===== src/rtl/serial_subtractor_pkg.sv =====
// Shared arithmetic definitions: state encoding for the bit-serial subtractor FSM.
package serial_subtractor_pkg;

  typedef enum logic [1:0] {
    ST_IDLE = 2'd0,
    ST_RUN  = 2'd1,
    ST_DONE = 2'd2
  } sub_state_e;

  // Counter width for a WIDTH-cycle run, never narrower than one bit.
  function automatic int cnt_width(input int width);
    return (width > 2) ? $clog2(width) : 1;
  endfunction

endpackage


===== src/rtl/my_fsubtractor.sv =====
// One-bit full subtractor: D = A - B - Bi, with borrow-out Bo.
module my_fsubtractor (
  input  logic A,
  input  logic B,
  input  logic Bi,
  output logic D,
  output logic Bo
);

  assign D  = A ^ B ^ Bi;
  assign Bo = (~A & B) | (~(A ^ B) & Bi);

endmodule


===== src/rtl/serial_subtractor.sv =====
// Bit-serial WIDTH-bit subtractor (diff = a - b), LSB first, behind a start/busy/done handshake.
module serial_subtractor
  import serial_subtractor_pkg::*;
#(
  parameter int WIDTH = 8
) (
  input  logic             clk,
  input  logic             reset_p,
  input  logic             start,
  input  logic [WIDTH-1:0] a,
  input  logic [WIDTH-1:0] b,
  output logic             busy,
  output logic             done,
  output logic [WIDTH-1:0] diff,
  output logic             bout
);

  localparam int CW = cnt_width(WIDTH);
  localparam logic [CW-1:0] CNT_LAST = CW'(WIDTH - 1);

  sub_state_e       state_q;
  logic [WIDTH-1:0] sa_q, sb_q, res_q, diff_q;
  logic [WIDTH-1:0] res_d;
  logic [CW-1:0]    cnt_q;
  logic             br_q, busy_q, done_q, bout_q;
  logic             bit_d, bit_bo;

  my_fsubtractor u_cell (
    .A  (sa_q[0]),
    .B  (sb_q[0]),
    .Bi (br_q),
    .D  (bit_d),
    .Bo (bit_bo)
  );

  // The completed result is res_d on the final RUN edge, so diff never shows partial bits.
  assign res_d = {bit_d, res_q[WIDTH-1:1]};

  always_ff @(posedge clk or posedge reset_p) begin
    if (reset_p) begin
      state_q <= ST_IDLE;
      sa_q    <= '0;
      sb_q    <= '0;
      res_q   <= '0;
      diff_q  <= '0;
      cnt_q   <= '0;
      br_q    <= 1'b0;
      busy_q  <= 1'b0;
      done_q  <= 1'b0;
      bout_q  <= 1'b0;
    end else begin
      case (state_q)
        ST_RUN: begin
          sa_q  <= sa_q >> 1;
          sb_q  <= sb_q >> 1;
          res_q <= res_d;
          br_q  <= bit_bo;
          if (cnt_q == CNT_LAST) begin
            diff_q  <= res_d;
            bout_q  <= bit_bo;
            state_q <= ST_DONE;
            busy_q  <= 1'b0;
            done_q  <= 1'b1;
          end else begin
            cnt_q <= cnt_q + 1'b1;
          end
        end
        default: begin
          // IDLE and DONE both accept start; DONE falls back to IDLE otherwise.
          done_q <= 1'b0;
          if (start) begin
            sa_q    <= a;
            sb_q    <= b;
            br_q    <= 1'b0;
            cnt_q   <= '0;
            state_q <= ST_RUN;
            busy_q  <= 1'b1;
          end else begin
            state_q <= ST_IDLE;
            busy_q  <= 1'b0;
          end
        end
      endcase
    end
  end

  assign busy = busy_q;
  assign done = done_q;
  assign diff = diff_q;
  assign bout = bout_q;

endmodule


===== config.mk =====
export PLATFORM = sky130hd
export DESIGN_NAME = serial_subtractor
export DESIGN_NICKNAME = d
export VERILOG_FILES = /design/src/rtl/serial_subtractor_pkg.sv /design/src/rtl/my_fsubtractor.sv /design/src/rtl/serial_subtractor.sv
export SDC_FILE = /design/constraint.sdc
export NUM_CORES = 1
export LEC_CHECK = 0
export ABC_CLOCK_PERIOD_IN_PS = 1400
export CAP_MARGIN = 10
export CORE_MARGIN = 4
export CORE_UTILIZATION = 35
export CTS_BUF_LIST = sky130_fd_sc_hd__clkbuf_8
export CTS_CLUSTER_DIAMETER = 80
export CTS_CLUSTER_SIZE = 25
export DETAILED_ROUTE_END_ITERATION = 8
export PLACE_DENSITY = 0.55
export SYNTH_ARGS = -nofsm -noshare
export SYNTH_HDL_FRONTEND = slang
export SYNTH_SLANG_ARGS = --single-unit

===== constraint.sdc =====
create_clock -name clk -period 1.4 [get_ports clk]
set_input_delay 0.21 -clock clk [delete_from_list [all_inputs] [get_ports clk]]
set_output_delay 0.21 -clock clk [all_outputs]
set_load 0.02 [all_outputs]

==> flow_metrics.tcl <==
set metrics [dict create \
    ys_ff_latch 38 \
    cts_max_level 2 \
    drt_wl_total_mm 3.379 \
    critPathKind "reg -> reg" \
    die-width_um 80.67 \
    syn_inst 115 \
    rsz0062_at_grt "yes" \
    gp_congestion 0.6660 \
    die_height_um 80.67 \
    start_util 0.3618 \
    cp-end-kind "flip-flop" \
    drt_first_iter_violations 29 \
    num_vias 1015 \
    relSlewSlack 0.8059 \
    fillCellCount 485 \
    power_mw 5.172 \
    crit_required_ns 1.57 \
    antenna_cells 0 \
    final_common_cell "dfrtp_1" \
    maxCapViolCount 0 \
    synth_nets 137 \
    pre_cts_slack_ns -0.2554 \
    skew_ns 0.008161 \
    ir_drop_mv 0.9586 \
    post_cts.repair.setup_buffers 0 \
    gr-usage-met1 0.1518 \
    hold_ws_ns 0.2759 \
    crit_path_start_kind "flip-flop" \
    dieArea_um2 6507 \
    mostFrequentLayoutCells "37 x dfrtp_1, 34 x mux2_4, 18 x clkdlybuf4s50_1" \
    syn_avg_cell_area_um2 16.07 \
    cts_tree "done" \
    cts_buffers 5 \
    ioPinCount 30 \
    grtUsageMet3 0.04148 \
    first_global_vias 1250 \
    cp_max_fo 5 \
    clock_latency_ns 0.29 \
    rows 26 \
    cts_buffer_depth 2 \
    setup_viol 0 \
    worst_slew_pin_slew_ns 0.2911 \
    cts_hold_buf 0 \
    dpl.hpwl_mm 2.242 \
    io_buffers 29 \
    setup_ws_ns 0.04929 \
    grt_max_degree 39 \
    arrival_ns 1.52 \
    antenna_found_initial 0 \
    postRouteAntennaNets 0 \
    clock-root-buffer "clkbuf_8" \
    max_freq_mhz 740.4 \
    via_per_inst 4.491 \
    core_um2 5107 \
    grt_pass1_wl_mm 5.989 \
    grt_usage 0.1221 \
    cellLeakagePower_nw 1.156 \
    final_core_util 0.4689 \
    routedWlPerCell_um 14.95 \
    hp-class "in -> async" \
    synth.distinct_cells 15 \
    cts_sinks 38 \
    synthToLayoutAreaGrowth_pct 29.59 \
    drt-pass1-iter-count 4 \
    status "finished clean" \
    drc 0 \
    busiest_layer "met2" \
    layout_min_cycle_time_ns 1.351 \
    drive_gt1_frac 0.4167 \
    grt-ovfl-total 0 \
    final_net_count 177 \
    ys_seq_area_frac 0.5146 \
    multiInputGateArea_um2 864.6 \
    p_per_area_nw_per_um2 2160 \
    clkTransAtPathRegs_ns 0.08 \
    synth_area_um2 1848 \
    yosysWarnings 0 \
    hold_viol_final 0 \
    slew_violations 0 \
    use_met2 0.1995 \
    regArea_um2 952.2 \
    fin_crit_sh 0.9648 \
]
## state kept, by name, summed over array words and instances, names as in the netlist
signal and flops:
done 1, sb_q 8, sa_q 8, bout 1, br_q 1, res_q 7, cnt_q 3, diff 8
state_q 1
## layer usage
layer  routed length (µm)  vias up
met2                 1613       25
met4                   42        0
met5                    0        -
li1                     -      475
met1                 1518      509
met3                  204        6
## area by class of cell
type	instances	area share
sequential	38	0.3976
multi-input combinational	67	0.3610
timing repair buffer	38	0.1594
tap	70	0.03657
clock buffer	5	0.02874
clock inverter	3	0.008882
inverter	5	0.007837
## cell families (layout without fill, tap and decap cells)
family	Yosys count	count (layout)	synth area share
mux	52	52	0.3778
flops	38	38	0.5146
buf+inv	11	51	0.04333
simple gates	9	10	0.03115
fa+ha+maj	3	3	0.02437
compound gates	1	1	0.004064
xor+xnor	1	1	0.004740
## synthesized netlist by cell type
master    number  share of area
nand2b_1       5          0.017
inv_1          5          0.010
buf_2          1         0.0027
mux2_2        10          0.061
fa_1           1          0.011
nand3b_2       1         0.0061
and2b_1        1         0.0041
mux2i_1        9          0.049
nor2_1         2         0.0041
buf_6          5          0.030
mux2_4        33           0.27
dfrtp_1       38           0.51
ha_1           2          0.014
xor2_1         1         0.0047
o21a_1         1         0.0041
## stage by stage
stage	std cells	area (µm²)	setup TNS (ns)
floorplan	115	1872	0
global placement	217	2293	-2.716
detailed placement	217	2293	-2.886
CTS	226	2391	0
global route	226	2395	-0.0003260
finish	226	2395	0
## report_power, final
group          total [mW]  leakage [nW]  switching (mW)  internal, mW
clock network       0.739        0.0441           0.390         0.350
registers            1.94         0.473           0.327          1.61
logic                2.49         0.639           0.987          1.51
## final timing paths
kind / from / to / slack [ns] / cells past startpoint
worst max-delay path: cnt_q[0]$_DFFE_PP0P_ / diff[0]$_DFFE_PP0P_ / 0.05 / 4
worst min-delay path: reset_p / diff[2]$_DFFE_PP0P_ / 0.28 / 3
worst max register to register: cnt_q[0]$_DFFE_PP0P_ / diff[0]$_DFFE_PP0P_ / 0.05 / 4
worst min register to register: sa_q[2]$_DFFE_PP0P_ / sa_q[1]$_DFFE_PP0P_ / 0.50 / 1
max in group asynchronous: reset_p / state_q[0]$_DFFE_PP0P_ / 0.92 / 3
min in group clk: sa_q[2]$_DFFE_PP0P_ / sa_q[1]$_DFFE_PP0P_ / 0.50 / 1
## critical path: stages (launching register included)
cell      delay (ns)
dfrtp_1         0.40
ha_2            0.20
ha_4            0.18
nand3b_4        0.14
mux2_4          0.31
## what timing repair did
action / in CTS / in global routing
setup endpoints to repair: 17 / 3
resized for setup: 13 / 1
pin swaps: 0 / 2
cloned: 1 / 0
Power figures use the tool's default switching activity.
